### config.mk
export PLATFORM = sky130hd
export DESIGN_NAME = xmpl_stone_feed
export DESIGN_NICKNAME = d
export VERILOG_FILES = /design/src/rtl/xmpl_stone_pkg.sv /design/src/rtl/xmpl_sync_fifo.sv /design/src/rtl/xmpl_stone_feed.sv
export SDC_FILE = /design/constraint.sdc
export NUM_CORES = 1
export LEC_CHECK = 0
export CORE_MARGIN = 2
export CORE_UTILIZATION = 27
export DETAILED_ROUTE_END_ITERATION = 10
export GPL_ROUTABILITY_DRIVEN = 1
export PLACE_DENSITY = 0.45
export SYNTH_ARGS = -nofsm -noshare
export SYNTH_HDL_FRONTEND = slang
export SYNTH_HIERARCHICAL = 1
export SYNTH_SLANG_ARGS = --single-unit
### constraint.sdc
create_clock -name clk_i -period 5.9 [get_ports clk_i]
set_clock_uncertainty 0.1 [all_clocks]
set_input_delay 1.18 -clock clk_i [delete_from_list [all_inputs] [get_ports clk_i]]
set_output_delay 1.18 -clock clk_i [all_outputs]
set_load 0.1 [all_outputs]
### src/rtl/xmpl_stone_pkg.sv
// Shared types for the xmpl_stone feeder: request record and feeder FSM states.
package xmpl_stone_pkg;

  localparam int CMD_W  = 12;
  localparam int DATA_W = 32;

  typedef struct packed {
    logic [CMD_W-1:0]  cmd;
    logic [DATA_W-1:0] data;
  } stone_req_t;

  typedef enum logic [1:0] {
    FEED_IDLE  = 2'd0,
    FEED_ISSUE = 2'd1,
    FEED_GAP   = 2'd2
  } feed_state_t;

endpackage

### src/rtl/xmpl_sync_fifo.sv
// Small synchronous FIFO; occupancy is tracked by an explicit count register
// and the head entry is read straight out of the storage registers.
module xmpl_sync_fifo
  import xmpl_stone_pkg::*;
#(
  parameter int unsigned W     = $bits(stone_req_t),
  parameter int unsigned DEPTH = 4
) (
  input  logic                       clk_i,
  input  logic                       reset_n_i,
  input  logic                       push_i,
  input  logic [W-1:0]               push_data_i,
  input  logic                       pop_i,
  input  logic                       flush_i,
  output logic [W-1:0]               head_o,
  output logic [$clog2(DEPTH+1)-1:0] count_o,
  output logic                       empty_o,
  output logic                       full_o
);

  localparam int unsigned PTR_W = $clog2(DEPTH);
  localparam int unsigned CNT_W = $clog2(DEPTH+1);

  logic [W-1:0]     mem_r [DEPTH];
  logic [PTR_W-1:0] wr_ptr_r;
  logic [PTR_W-1:0] rd_ptr_r;
  logic [CNT_W-1:0] count_r;
  logic             empty_s;
  logic             full_s;
  logic             push_ok_s;
  logic             pop_ok_s;

  assign empty_s   = (count_r == {CNT_W{1'b0}});
  assign full_s    = (count_r == CNT_W'(DEPTH));
  // Guard locally as well so a misbehaving caller cannot corrupt the count.
  assign push_ok_s = push_i && !full_s && !flush_i;
  assign pop_ok_s  = pop_i && !empty_s && !flush_i;

  // Pointer and occupancy bookkeeping; pointers wrap at the power-of-two depth.
  always_ff @(posedge clk_i) begin
    if (!reset_n_i) begin
      wr_ptr_r <= {PTR_W{1'b0}};
      rd_ptr_r <= {PTR_W{1'b0}};
      count_r  <= {CNT_W{1'b0}};
    end else if (flush_i) begin
      wr_ptr_r <= {PTR_W{1'b0}};
      rd_ptr_r <= {PTR_W{1'b0}};
      count_r  <= {CNT_W{1'b0}};
    end else begin
      if (push_ok_s) begin
        wr_ptr_r <= wr_ptr_r + PTR_W'(1);
      end
      if (pop_ok_s) begin
        rd_ptr_r <= rd_ptr_r + PTR_W'(1);
      end
      if (push_ok_s && !pop_ok_s) begin
        count_r <= count_r + CNT_W'(1);
      end else if (!push_ok_s && pop_ok_s) begin
        count_r <= count_r - CNT_W'(1);
      end
    end
  end

  // Entry storage write.
  always_ff @(posedge clk_i) begin
    if (push_ok_s) begin
      mem_r[wr_ptr_r] <= push_data_i;
    end
  end

  assign head_o  = mem_r[rd_ptr_r];
  assign count_o = count_r;
  assign empty_o = empty_s;
  assign full_o  = full_s;

endmodule

### src/rtl/xmpl_stone_feed.sv
// Feeder for xmpl_stone: buffers valid/ready requests and issues each one as
// a single-cycle strobe, keeping at least GAP idle cycles between strobes.
module xmpl_stone_feed
  import xmpl_stone_pkg::*;
#(
  parameter int unsigned DEPTH = 4,
  parameter int unsigned GAP   = 2
) (
  input  logic                       clk_i,
  input  logic                       reset_n_i,
  input  logic                       req_valid_i,
  output logic                       req_ready_o,
  input  logic [11:0]                req_cmd_i,
  input  logic [31:0]                req_data_i,
  input  logic                       flush_i,
  output logic                       stone_a_o,
  output logic [11:0]                stone_b_o,
  output logic [31:0]                stone_c_o,
  output logic [$clog2(DEPTH+1)-1:0] level_o,
  output logic                       busy_o
);

  localparam int unsigned LVL_W    = $clog2(DEPTH+1);
  localparam logic        GAP_ZERO = (GAP == 0);
  localparam logic [3:0]  GAP_LOAD = (GAP == 0) ? 4'd0 : 4'(GAP - 1);

  feed_state_t       state_r;
  feed_state_t       state_s;
  logic [3:0]        gap_cnt_r;
  logic [3:0]        gap_cnt_s;
  logic              pop_s;
  logic              push_s;
  logic              ready_s;
  logic              empty_s;
  logic              full_s;
  logic [LVL_W-1:0]  level_s;
  stone_req_t        push_req_s;
  stone_req_t        head_s;
  logic              stone_a_r;
  logic [CMD_W-1:0]  stone_b_r;
  logic [DATA_W-1:0] stone_c_r;

  // No bypass when full: a same-cycle pop does not reopen the input.
  assign ready_s    = reset_n_i && (level_s < LVL_W'(DEPTH)) && !flush_i;
  assign push_s     = req_valid_i && ready_s;
  assign push_req_s = '{cmd: req_cmd_i, data: req_data_i};

  xmpl_sync_fifo #(
    .W     ($bits(stone_req_t)),
    .DEPTH (DEPTH)
  ) u_fifo (
    .clk_i       (clk_i),
    .reset_n_i   (reset_n_i),
    .push_i      (push_s),
    .push_data_i (push_req_s),
    .pop_i       (pop_s),
    .flush_i     (flush_i),
    .head_o      (head_s),
    .count_o     (level_s),
    .empty_o     (empty_s),
    .full_o      (full_s)
  );

  // Next-state, gap counter and pop decision; flush overrides any issue.
  always_comb begin
    state_s   = state_r;
    gap_cnt_s = gap_cnt_r;
    pop_s     = 1'b0;
    if (flush_i) begin
      state_s   = FEED_IDLE;
      gap_cnt_s = 4'd0;
    end else begin
      case (state_r)
        FEED_IDLE: begin
          if (!empty_s) begin
            pop_s   = 1'b1;
            state_s = FEED_ISSUE;
          end else begin
            state_s = FEED_IDLE;
          end
        end
        FEED_ISSUE: begin
          if (!GAP_ZERO) begin
            state_s   = FEED_GAP;
            gap_cnt_s = GAP_LOAD;
          end else if (!empty_s) begin
            pop_s   = 1'b1;
            state_s = FEED_ISSUE;
          end else begin
            state_s = FEED_IDLE;
          end
        end
        FEED_GAP: begin
          if (gap_cnt_r != 4'd0) begin
            gap_cnt_s = gap_cnt_r - 4'd1;
          end else if (!empty_s) begin
            pop_s   = 1'b1;
            state_s = FEED_ISSUE;
          end else begin
            state_s = FEED_IDLE;
          end
        end
        default: begin
          state_s   = FEED_IDLE;
          gap_cnt_s = 4'd0;
        end
      endcase
    end
  end

  // State, counter and issue registers; b/c keep the last issued request.
  always_ff @(posedge clk_i) begin
    if (!reset_n_i) begin
      state_r   <= FEED_IDLE;
      gap_cnt_r <= 4'd0;
      stone_a_r <= 1'b0;
      stone_b_r <= {CMD_W{1'b0}};
      stone_c_r <= {DATA_W{1'b0}};
    end else begin
      state_r   <= state_s;
      gap_cnt_r <= gap_cnt_s;
      stone_a_r <= pop_s;
      if (pop_s) begin
        stone_b_r <= head_s.cmd;
        stone_c_r <= head_s.data;
      end
    end
  end

  assign req_ready_o = ready_s;
  assign stone_a_o   = stone_a_r;
  assign stone_b_o   = stone_b_r;
  assign stone_c_o   = stone_c_r;
  assign level_o     = level_s;
  assign busy_o      = !empty_s || (state_r != FEED_IDLE);

endmodule

Word level (Yosys, flattened, before mapping)
Memories as Yosys holds them, arrays and structs flattened. A register that Yosys moved wholly into a read port is not among the register bits.
Index checks and enable logic that the tools add are counted.
{ "word_totals": {"ff_bits": 14, "latchBits": 0, "mem_bits_rw": 176, "mem_bits_ro": 0, "inputBits": 48, "output_inout_bits": 50, "wordCells": 56, "memories": 1} }
{ "memory_table": {"columns": ["memory", "depth", "word_bits", "read_ports", "rd_clocked_by_memory_dff", "write_ports", "line_no", "text"], "rows": [
  ["u_fifo.mem_r", 4, 44, 1, 1, 1, "xmpl_sync_fifo.sv:24", "logic [W-1:0] mem_r [DEPTH];"]
]} }
{ "classes": {"add_sub_neg": 5, "n_mul": 0, "div_mod_pow": 0, "magnitude_cmp": 1, "eq_ne": 5, "shifts": 0, "mux": 13, "bitwise": 2, "reduce_logical": 23} }
{ "ops": {"columns": ["op", "n"], "rows": [
  ["$pmux 4 s3", 1],
  ["$logic_and 1x1->1", 9],
  ["$logic_not 1->1", 6],
  ["$mux 1", 6],
  ["$mux 3", 2],
  ["$pmux 2 s3", 1],
  ["$add 2x1->2 const B", 2],
  ["$mux 4", 1],
  ["$ne 2x2->1 const B", 2],
  ["$reduce_bool 2->1", 2],
  ["$reduce_bool 4->1", 1],
  ["$sub 4x1->4 const B", 1],
  ["$add 3x1->3 const B", 1],
  ["$eq 3x3->1 const B", 1],
  ["$logic_not 3->1", 1],
  ["$lt 3x3->1 const B", 1],
  ["$sub 3x1->3 const B", 1],
  ["$eq 2x1->1 const B", 1],
  ["$eq 2x2->1 const B", 1],
  ["$logic_not 2->1", 1],
  ["$mux 2", 1],
  ["$not 1->1", 2],
  ["$pmux 1 s2", 1],
  ["$reduce_and 2->1", 1],
  ["2 further kinds", 2]
]} }

Depth between registers and ports, before layout
Gate-level depths: netlist of run 1.
{ "logic_depth": {"word_depth": 10, "mapped_depth": 15, "depth_no_buf": 11} }

Hierarchy
The synthesis of run 1 kept the hierarchy.
{ "by_module_without_submodules": {"columns": ["module", "n_inst", "cells_per_inst", "area_per_inst_um2", "seq_area_each_um2"], "rows": [
  ["xmpl_sync_fifo", 1, 284, 6867.8, 5465.2],
  ["xmpl_stone_feed", 1, 247, 2273.4, 1021.0]
]} }

Worst setup path before layout of run 1
No wires, ideal clock.
{ "synth_path": {"kind": "input port to flip-flop", "startpoint": "in reset_n_i", "endpoint": "reg u_fifo.count_r[2], in the netlist u_fifo/count_o[2]", "setup_time_ns": 0.070, "arrival_ns": 4.695, "required_time_ns": 5.730, "path_slack_ns": 1.035, "stages": 12, "path_buffers": 1, "cell_sequence": "clkbuf_1 -> nand2b_1 -> nor2_1 -> and2_1 -> and2b_2 -> and2_4 -> ha_1 -> inv_1 -> fa_1 -> xor2_1 -> or3_2 -> a21oi_1"} }
{ "synth_via": {"elab_chain_len": 8, "elab_cells_between_ends": 12, "cone_classes": "1 x mux; 1 x bitwise; 10 x reduce/logical"} }
{ "synth_rtl": {"columns": ["item", "line_no", "text"], "rows": [
  ["start: declaration", "xmpl_stone_feed.sv:10", "input logic reset_n_i,"],
  ["$logic_and 1x1->1 * (2 in series)", "xmpl_stone_feed.sv:44", "assign ready_s = reset_n_i && (level_s < LVL_W'(DEPTH)) && !flush_i;"],
  ["named net req_ready_o", "xmpl_stone_feed.sv:12", "output logic req_ready_o,"],
  ["$logic_and 1x1->1 *", "xmpl_stone_feed.sv:45", "assign push_s = req_valid_i && ready_s;"],
  ["named net push_s", "xmpl_stone_feed.sv:32", "logic push_s;"],
  ["$logic_and 1x1->1 * (2 in series)", "xmpl_sync_fifo.sv:36", "assign push_ok_s = push_i && !full_s && !flush_i;"],
  ["named net u_fifo.push_ok_s", "xmpl_sync_fifo.sv:30", "logic push_ok_s;"],
  ["$logic_not 1->1", "xmpl_sync_fifo.sv:58", "end else if (!push_ok_s && pop_ok_s) begin"],
  ["$logic_and 1x1->1", "xmpl_sync_fifo.sv:58", null],
  ["$reduce_bool 2->1 (no source line)", null, null],
  ["end signal: assignment", "xmpl_sync_fifo.sv:44", "count_r <= {CNT_W{1'b0}};"],
  ["end signal: assignment", "xmpl_sync_fifo.sv:57", "count_r <= count_r + CNT_W'(1);"],
  ["end signal: assignment", "xmpl_sync_fifo.sv:59", "count_r <= count_r - CNT_W'(1);"],
  ["end: declaration", "xmpl_sync_fifo.sv:27", "logic [CNT_W-1:0] count_r;"]
]} }
The timed path passes the listed nets; every way through them passes the cells marked *.
A chain may end at the register's enable or synchronous reset.

Worst setup path in the final report of run 1
{ "layout_path": {"startpoint": "in flush_i", "endpoint": "out req_ready_o"} }
{ "layout_via": {"elab_chain_len": 2} }
{ "layout_rtl": {"columns": ["item", "line_no", "text"], "rows": [
  ["start: declaration", "xmpl_stone_feed.sv:15", "input logic flush_i,"],
  ["$logic_not 1->1", "xmpl_stone_feed.sv:44", null],
  ["$logic_and 1x1->1", "xmpl_stone_feed.sv:44", null],
  ["end: declaration", "xmpl_stone_feed.sv:12", null]
]} }
Every way passes these cells.

==> results of run 1 <==
## worst max-delay path: stages
cell	delay, ns
clkdlybuf4s50_1	0.54
nand2b_1	0.32
nor2_1	0.16
clkdlybuf4s50_1	1.15
## worst paths after layout
path	end	depth (start not counted)	slack [ns]	from
worst min-delay path	stone_c_o[19]$_SDFFE_PN0P_	2	0.36	stone_c_o[19]$_SDFFE_PN0P_
worst min register to register	stone_c_o[19]$_SDFFE_PN0P_	2	0.36	stone_c_o[19]$_SDFFE_PN0P_
worst max-delay path	req_ready_o	4	1.27	flush_i
worst max register to register	u_fifo/count_o[2]$_SDFFE_PP0P_	11	2.78	gap_cnt_r[0]$_SDFFE_PP0P_
## routing by layer
metal  GRT usage  up-vias  routed length (um)
li1            -     2215                   -
met1       0.144     2440                8640
met2       0.187      104                9450
met3      0.0228       36                 849
met4      0.0303        0                 455
met5           0        -                   0
## per-stage QoR
step	util	setup slack, ns	hold WS (ns)	cell area [um2]
after floorplan	-	1.04	0.359	9140
after global placement	0.314	1.28	0.343	10500
after detailed placement	0.314	1.27	0.346	10500
after CTS	0.340	1.26	0.360	11400
after global routing	0.340	1.18	0.379	11400
final	0.340	1.27	0.358	11400
## report_power, final
| part | switching, W | internal, W |
|---|---|---|
| sequential | 0.00000462 | 0.00179 |
| clock | 0.000644 | 0.000938 |
| combinational | 0.0000961 | 0.0000539 |
| total | 0.000744 | 0.00278 |
## layout make-up
cell class                 count  area share
timing repair buffer         104      0.0898
sequential                   236       0.571
clock buffer                  41      0.0704
multi-input combinational    255       0.211
clock inverter                11     0.00539
inverter                      10     0.00330
tap                          448      0.0493
## cell usage in the layout (no fill, tap or decap), types with 2 or more instances in the layout
cell type and instances:
ha_1 12, or4_1 3, clkinv_1 2, mux4_2 44, and3_2 4, clkinv_2 6
nand3_1 3, a2111o_1 2, o21ai_0 5, edfxtp_1 176, nand2_1 93, nand2b_1 5
dfxtp_1 58, and2_1 2, or3b_1 2, xor2_1 2, a21oi_1 8, inv_1 10
clkbuf_1 9, nor2_1 4, clkbuf_8 3, clkdlybuf4s50_1 96, mux2i_1 48, buf_4 8
clkbuf_16 29, clkinvlp_4 2
## state kept, by name (all words and copies together) (netlist names), named ones only
name,count
u_fifo/rd_ptr_r,2
state_r,2
u_fifo/mem_r,176
stone_c_o,32
gap_cnt_r,4
stone_a_o,1
stone_b_o,12
u_fifo/wr_ptr_r,2
u_fifo/count_o,3
==> key figures, run 1 <==
Worst setup path
  • WP data arrival: about 3.4 ns
  • CP Launch Type: input pin
  • Critical path capture point type: output pin
  • Worst Path Class, Setup: in -> out
  • CP max FO: 7
  • Critical Path RT: ~4.6 ns

Die
  • Core area: roughly 0.033 mm2
  • Die width: 188 um
  • Die height: 188 um
  • I/O Pins: 98
  • Site row count: 67
  • Die area: 0.0353 mm2
  • Starting Density: 0.273

Global routing
  • Vias in the first global route: 5152
  • Global-route wire length before repair: between 30 and 40 mm
  • Initial antenna violation count: 0
  • Largest net degree at the start of global routing: 92
  • GRT Residual Overflow: 0
  • Total Routing Usage GR: 0.111

Cells and area
  • Non-Filler Instances: 1105
  • Area growth syn-to-layout: 24.5%
  • Seq. cell area: between 0.006 and 0.007 mm2
  • Layout cells sized above 1: 0.163
  • # nets final: between 600 and 700
  • Area of the multi-input gates: 0.00240 mm2
  • N_diodes: 0
  • Fillers: roughly 3200

Timing
  • Setup violators final: 0
  • Setup TNS: 0 ns
  • Worst-Margin Slew: between 1 and 1.5 ns
  • Min Tclk post-route: 4.63 ns
  • Final Cycle Share: 0.785
  • RSZ-0062 raised after global routing: false
  • Peak Freq: roughly 220 MHz
  • Final Hold Fails: 0
  • Slew Limit Fails: 0
  • Relative slew slack: 0.253

Clock tree
  • Post-CTS Setup Bufs: 0
  • PostCTS Resize Cnt: 0
  • CTS tree: done
  • TritonCTS Buffers: 28
  • Root Driver: clkbuf_16
  • Clock Pin Slew Worst Setup and Hold Paths: ~0.06 ns
  • Clk Latency, worst-skew pair: 0.52 ns
  • Clock Path Buffers: 3
  • Clock sink count: about 240
  • Hold_buf cts: 0
  • H-Tree Depth: 1

Flow run
  • Number of max-cap violations: 0

Routing
  • Residual DRC: 0
  • DRT Wirelength: 19.4 mm
  • Vias: 4795
  • DR iter-0 viols: around 240
  • Average wire per standard cell: around 18 um
  • Initial DRT Pass Iterations: 4
  • Post-route ant nets: 0
  • Vias/cell: between 4 and 5

Placement
  • Placed Cells: roughly 1100
  • Dpl hpwl: 11.4 mm
  • GP Congestion: between 0.7 and 0.8
  • Port Buffers: a little under 100

Yosys
  • Synth Net Count: 591
  • Post-Syn Area: 0.00914 mm2
  • Post-Syn Instances: 530
  • Syn Area/Cell: 17.2 um2
  • Ys Warns: 6

Pwr
  • Total power per unit cell area: 310 mW/mm2
  • Pleak: around 3.6 nW
  • Total design power: 0.00353 W
  • Maximum vdd drop: ~210 uV

Run status
  • Status: complete, no violations

Min path
  • Type of the most critical hold path: reg -> reg
Note: power is estimated with default switching activity, not from simulation.
==> run 2, diff against run 1 <==
--- a/config.mk
+++ b/config.mk
@@ -9,7 +9,7 @@
 export CORE_UTILIZATION = 27
 export DETAILED_ROUTE_END_ITERATION = 10
 export GPL_ROUTABILITY_DRIVEN = 1
-export PLACE_DENSITY = 0.45
+export PLACE_DENSITY = 0.47
 export SYNTH_ARGS = -nofsm -noshare
 export SYNTH_HDL_FRONTEND = slang
 export SYNTH_HIERARCHICAL = 1
==> constraint.sdc (replaced) <==
create_clock -name clk_i -period 4 [get_ports clk_i]
set_clock_uncertainty 0.1 [all_clocks]
set_input_delay 0.8 -clock clk_i [delete_from_list [all_inputs] [get_ports clk_i]]
set_output_delay 0.8 -clock clk_i [all_outputs]
set_load 0.1 [all_outputs]
==> key figures, run 2 (synthesized netlist as in run 1, its figures left out) <==
Routing
  • DR iter-0 viols: 271 (was 236)
  • Average wire per standard cell: 17.4 um (was 17.6 um)
  • DRT Wirelength: 19.3 mm (was 19.4 mm)
  • Initial DRT Pass Iterations: 4 (unchanged)
  • Residual DRC: 0 (unchanged)
  • Post-route ant nets: 0 (unchanged)
  • Vias: 4815 (was 4795)
  • Vias/cell: 4.35 (was 4.34)

Pwr
  • Switching part of the total: 0.206 (was 0.211)
  • Sw Pwr: 0.00106 W (was 0.000744 W)
  • Seq pwr share: 0.514 (was 0.509)
  • Int Pwr: 0.00410 W (was 0.00278 W)
  • Comb power frac: 0.043 (was 0.042)
  • Maximum vdd drop: 266 uV (was 208 uV)
  • Clock network fraction of total power: 0.443 (was 0.448)
  • Pleak: 3.62 nW (was 3.60 nW)
  • Total power per unit cell area: 453 mW/mm2 (was 310 mW/mm2)

Timing
  • Min Tclk post-route: 3.16 ns
  • Worst-Margin Slew: 1.08 ns (was 1.12 ns)
  • Setup TNS: 0 ns (unchanged)
  • Final Cycle Share: 0.790
  • Slew Limit Fails: 0 (unchanged)
  • RSZ-0062 raised after global routing: false (unchanged)
  • Final Hold Fails: 0 (unchanged)
  • Relative slew slack: 0.279 (was 0.253)
  • Setup violators final: 0 (unchanged)
  • WHS: 0.355 ns (was 0.358 ns)
  • Peak Freq: 317 MHz

Clock tree
  • Root Driver: clkbuf_16 (unchanged)
  • Clock Pin Slew Worst Setup and Hold Paths: 0.06 ns (about the same)
  • H-Tree Depth: 1 (unchanged)
  • Clk Latency, worst-skew pair: 0.53 ns (was 0.52 ns)
  • Clock sink count: 236 (unchanged)
  • Post-CTS Setup Bufs: 0 (unchanged)
  • CTS tree: done (unchanged)
  • TritonCTS Buffers: 27 (was 28)
  • Hold_buf cts: 0 (unchanged)
  • Clock Path Buffers: 3 (unchanged)
  • PostCTS Resize Cnt: 0 (unchanged)

Worst setup path
  • Critical Path RT: 4.35 ns (was 4.62 ns)
  • CP Launch Type: input pin (unchanged)
  • Slowest-stage cell, CP: clkdlybuf4s50_1 (unchanged)
  • Critical path's top delay family: simple AND/OR/NAND/NOR gates (was buffers and inverters)
  • Crit-path max cell delay: 0.42 ns (was 1.15 ns)
  • Worst-path cell chain: clkdlybuf4s50_1 -> nand2b_1 -> nor2_2 -> and2_1 -> and2b_2 -> and2_4 -> ha_1 -> inv_1 -> fa_1 -> xor2_1 -> or3_2 -> a21oi_1 (was clkdlybuf4s50_1 -> nand2b_1 -> nor2_1 -> clkdlybuf4s50_1)
  • CP max FO: 7 (unchanged)
  • Reg2reg start: gap_cnt_r[0]$_SDFFE_PP0P_ (unchanged)
  • Crit path buf inv count: 2 (unchanged)
  • Critical path capture point type: flip-flop (was output pin)
  • WP data arrival: 3.51 ns (was 3.35 ns)
  • Worst Setup SP: flush_i (unchanged)
  • Worst Path Class, Setup: in -> reg (was in -> out)

Cells and area
  • Layout cells sized above 1: 0.167 (was 0.163)
  • Most frequent cells in the layout: edfxtp_1, clkdlybuf4s50_1, nand2_1 (unchanged)
  • # nets final: 701 (was 696)
  • N_diodes: 0 (unchanged)
  • Most common cell after layout, fill and taps aside: edfxtp_1 (unchanged)
  • Area growth syn-to-layout: 24.6% (was 24.5%)
  • Fillers: 3163 (was 3211)
  • Reg with most FFs: u_fifo/mem_r (unchanged)
  • Largest register FFs: 176 (unchanged)

Placement
  • Dpl hpwl: 12.0 mm (was 11.4 mm)
  • Port Buffers: 97 (unchanged)
  • GP Congestion: 0.703 (was 0.715)

Die
  • Core area: 0.0334 mm2 (unchanged)
  • Starting Density: 0.273 (unchanged)
  • Die height: 188 um (unchanged)
  • I/O Pins: 98 (unchanged)
  • Die width: 188 um (unchanged)
  • Site row count: 67 (unchanged)
  • Die area: 0.0353 mm2 (unchanged)

Min path
  • Type of the most critical hold path: reg -> reg (unchanged)
  • HP Start: stone_b_o[7]$_SDFFE_PN0P_ (was stone_c_o[19]$_SDFFE_PN0P_)

Run status
  • Status: complete, no violations (unchanged)

Global routing
  • GRT Residual Overflow: 0 (unchanged)
  • Vias in the first global route: 5215 (was 5152)
  • Largest net degree at the start of global routing: 68 (was 92)
  • Global-route wire length before repair: 30.2 mm (about the same)
  • Total Routing Usage GR: 0.110 (was 0.111)
  • Initial antenna violation count: 0 (unchanged)

Flow run
  • Number of max-cap violations: 0 (unchanged)
run 2: final cells by class:
class,count,area (um2),share of cell area
Tap cell,448,561,0.0492
Timing Repair Buffer,110,1070,0.0943
Inverter,10,37.5,0.00330
Multi-Input combinational cell,255,2400,0.211
Sequential cell,236,6490,0.570
Clock buffer,38,717,0.0629
Clock inverter,11,108,0.00945
run 2: tightest hold or removal path: stages (launching register included):
cell and delay, ns:
dfxtp_1 0.31, nand2_1 0.05, mux2i_1 0.05
run 2: power groups by stage:
stage               Clock, W  Combinational, W  Sequential, W
floorplan                  0         0.0000677        0.00276
global placement           0          0.000221        0.00270
detailed placement         0          0.000226        0.00270
CTS                  0.00238          0.000227        0.00265
global route         0.00248          0.000238        0.00265
finish               0.00229          0.000222        0.00265
run 2: metal layers:
metal | global-route usage | up-vias | part of all wire
li1 | - | 2231 | -
met1 | 0.149 | 2438 | 0.46
met2 | 0.181 | 117 | 0.47
met3 | 0.0230 | 29 | 0.047
met4 | 0.0306 | 0 | 0.019
met5 | 0 | - | 0
run 2: path summary, 6_finish.rpt:
path                                    endpoint  slack [ns]  cells past startpoint
hold reg to reg        stone_b_o[7]$_SDFFE_PN0P_        0.36                      2
setup reg to reg  u_fifo/count_o[2]$_SDFFE_PP0P_        0.85                     11
setup / recovery  u_fifo/count_o[2]$_SDFFE_PP0P_        0.84                     12
hold / removal         stone_b_o[7]$_SDFFE_PN0P_        0.36                      2
run 2: stage by stage:
step / cells / area [um2] / setup slack, ns / power [W] / util
floorplan: 530 / 9140 / 0.00762 / 0.00282 / -
global placement: 1059 / 10600 / 0.396 / 0.00292 / 0.316
detailed placement: 1059 / 10600 / 0.322 / 0.00293 / 0.316
CTS: 1108 / 11400 / 0.832 / 0.00526 / 0.341
global route: 1108 / 11400 / 0.679 / 0.00537 / 0.341
finish: 1108 / 11400 / 0.841 / 0.00516 / 0.341
==> run 3, diff against run 2 <==
--- a/config.mk
+++ b/config.mk
@@ -9,7 +9,7 @@
 export CORE_UTILIZATION = 27
 export DETAILED_ROUTE_END_ITERATION = 10
 export GPL_ROUTABILITY_DRIVEN = 1
-export PLACE_DENSITY = 0.47
+export PLACE_DENSITY = 0.45
 export SYNTH_ARGS = -nofsm -noshare
 export SYNTH_HDL_FRONTEND = slang
 export SYNTH_HIERARCHICAL = 1
==> constraint.sdc (replaced) <==
create_clock -name clk_i -period 3.2 [get_ports clk_i]
set_clock_uncertainty 0.1 [all_clocks]
set_input_delay 0.64 -clock clk_i [delete_from_list [all_inputs] [get_ports clk_i]]
set_output_delay 0.64 -clock clk_i [all_outputs]
set_load 0.1 [all_outputs]
==> key figures, run 3 (synthesized netlist as in run 1, its figures left out) <==
Run status
  • Status: complete, no violations (unchanged)

Cells and area
  • Area growth syn-to-layout: 25.9% (was 24.6%)
  • Non-Filler Instances: 1115 (was 1108)
  • Most common cell after layout, fill and taps aside: edfxtp_1 (unchanged)
  • Most frequent cells in the layout: edfxtp_1, nand2_1, buf_4 (was edfxtp_1, clkdlybuf4s50_1, nand2_1)
  • Largest register FFs: 176 (unchanged)
  • Reg with most FFs: u_fifo/mem_r (unchanged)
  • Finished Core Util: 0.344 (was 0.341)
  • # nets final: 706 (was 701)
  • Layout cells sized above 1: 0.266 (was 0.167)

Timing
  • Worst-Margin Slew: 1.05 ns (was 1.08 ns)
  • Min Tclk post-route: slightly below 3 ns
  • RSZ-0062 raised after global routing: false (unchanged)
  • Final Hold Fails: 0 (unchanged)
  • Setup TNS: 0 ns (unchanged)
  • Setup violators final: 0 (unchanged)
  • Peak Freq: 337 MHz
  • Final Cycle Share: 0.927
  • WHS: 0.356 ns (was 0.355 ns)
  • Slew Limit Fails: 0 (unchanged)
  • Relative slew slack: 0.299 (was 0.279)

Min path
  • Type of the most critical hold path: reg -> reg (unchanged)
  • HP Start: stone_c_o[25]$_SDFFE_PN0P_ (was stone_b_o[7]$_SDFFE_PN0P_)

Die
  • Site row count: 67 (unchanged)
  • I/O Pins: 98 (unchanged)
  • Starting Density: 0.273 (unchanged)
  • Die area: 0.0353 mm2 (unchanged)
  • Die height: 188 um (unchanged)
  • Core area: 0.0334 mm2 (unchanged)
  • Die width: 188 um (unchanged)

Clock tree
  • Post-CTS Setup Bufs: 0 (unchanged)
  • CTS tree: done (unchanged)
  • PostCTS Resize Cnt: 0 (unchanged)
  • Hold_buf cts: 0 (unchanged)
  • Root Driver: clkbuf_16 (unchanged)
  • TritonCTS Buffers: 27 (unchanged)
  • Clock Path Buffers: 3 (unchanged)
  • H-Tree Depth: 1 (unchanged)
  • Clock Pin Slew Worst Setup and Hold Paths: 0.06 ns (about the same)
  • Clk Latency, worst-skew pair: 0.52 ns (was 0.53 ns)
  • Clock sink count: 236 (unchanged)

Pwr
  • Maximum vdd drop: 332 uV (was 266 uV)
  • Pleak: 3.81 nW (was 3.62 nW)
  • Total design power: 0.00665 W (was 0.00516 W)
  • Total power per unit cell area: 578 mW/mm2 (was 453 mW/mm2)

Worst setup path
  • Critical path capture point type: flip-flop (unchanged)
  • Critical Path RT: 3.54 ns (was 4.35 ns)
  • CP Launch Type: flip-flop (was input pin)
  • Worst Path Class, Setup: reg -> reg (was in -> reg)
  • WP data arrival: 3.31 ns (was 3.51 ns)
  • Worst Setup SP: gap_cnt_r[1]$_SDFFE_PP0P_ (was flush_i)
  • CP max FO: 5 (was 7)
  • Reg2reg start: gap_cnt_r[1]$_SDFFE_PP0P_ (was gap_cnt_r[0]$_SDFFE_PP0P_)

Global routing
  • Global-route wire length before repair: 30.1 mm (was 30.2 mm)
  • Initial antenna violation count: 1 (was 0)
  • Total Routing Usage GR: 0.110 (about the same)
  • Vias in the first global route: 5222 (was 5215)
  • Largest net degree at the start of global routing: 92 (was 68)
  • GRT Residual Overflow: 0 (unchanged)

Routing
  • DR iter-0 viols: 198 (was 271)
  • Initial DRT Pass Iterations: 4 (unchanged)
  • Residual DRC: 0 (unchanged)
  • Average wire per standard cell: 17.4 um (about the same)
  • DRT Wirelength: 19.4 mm (was 19.3 mm)
  • Post-route ant nets: 0 (unchanged)
  • Vias/cell: 4.32 (was 4.35)
  • Vias: 4817 (was 4815)

Placement
  • Dpl hpwl: 11.6 mm (was 12.0 mm)
  • Placed Cells: 1064 (was 1059)
  • Port Buffers: 97 (unchanged)
  • GP Congestion: 0.712 (was 0.703)

Flow run
  • Number of max-cap violations: 0 (unchanged)
run 3: area by class of cell:
cell class	instances	area, um2
Clock inverter	13	173
Antenna cell	1	2.50
Multi-Input combinational cell	255	2440
Timing Repair Buffer	115	1070
Clock buffer	37	723
Tap cell	448	561
Fill cell	3217	21900
Sequential cell	236	6500
Inverter	10	37.5
run 3: report_power, final:
| part | internal (W) | switching [W] |
|---|---|---|
| logic | 0.000105 | 0.000174 |
| clock network | 0.00190 | 0.00116 |
| registers | 0.00330 | 0.00000907 |
| total | 0.00531 | 0.00134 |
run 3: through the flow:
stage               area [um2]  setup slack, ns
floorplan                 9230           0.0559
global placement         10600            0.116
detailed placement       10600           0.0781
CTS                      11500            0.218
global route             11500           0.0533
finish                   11500            0.234
run 3: worst paths after layout:
kind,to,slack (ns),cells after the start
hold / removal,stone_c_o[25]$_SDFFE_PN0P_,0.36,2
setup / recovery,u_fifo/count_o[2]$_SDFFE_PP0P_,0.23,11
hold reg to reg,stone_c_o[25]$_SDFFE_PN0P_,0.36,2
setup reg to reg,u_fifo/count_o[2]$_SDFFE_PP0P_,0.23,11
run 3: critical path: stages (launching register included):
cell,delay [ns]
dfxtp_1,0.33
inv_1,0.09
ha_2,0.19
or3b_4,0.42
a2111oi_4,0.32
or3b_1,0.48
ha_4,0.21
inv_2,0.06
fa_2,0.19
xor2_1,0.07
or3_4,0.32
a21oi_1,0.12
run 3: layer usage:
| layer | GRT usage | share of wire |
|---|---|---|
| met5 | 0 | 0 |
| met4 | 0.0351 | 0.025 |
| met3 | 0.0208 | 0.036 |
| met2 | 0.198 | 0.51 |
| met1 | 0.133 | 0.43 |
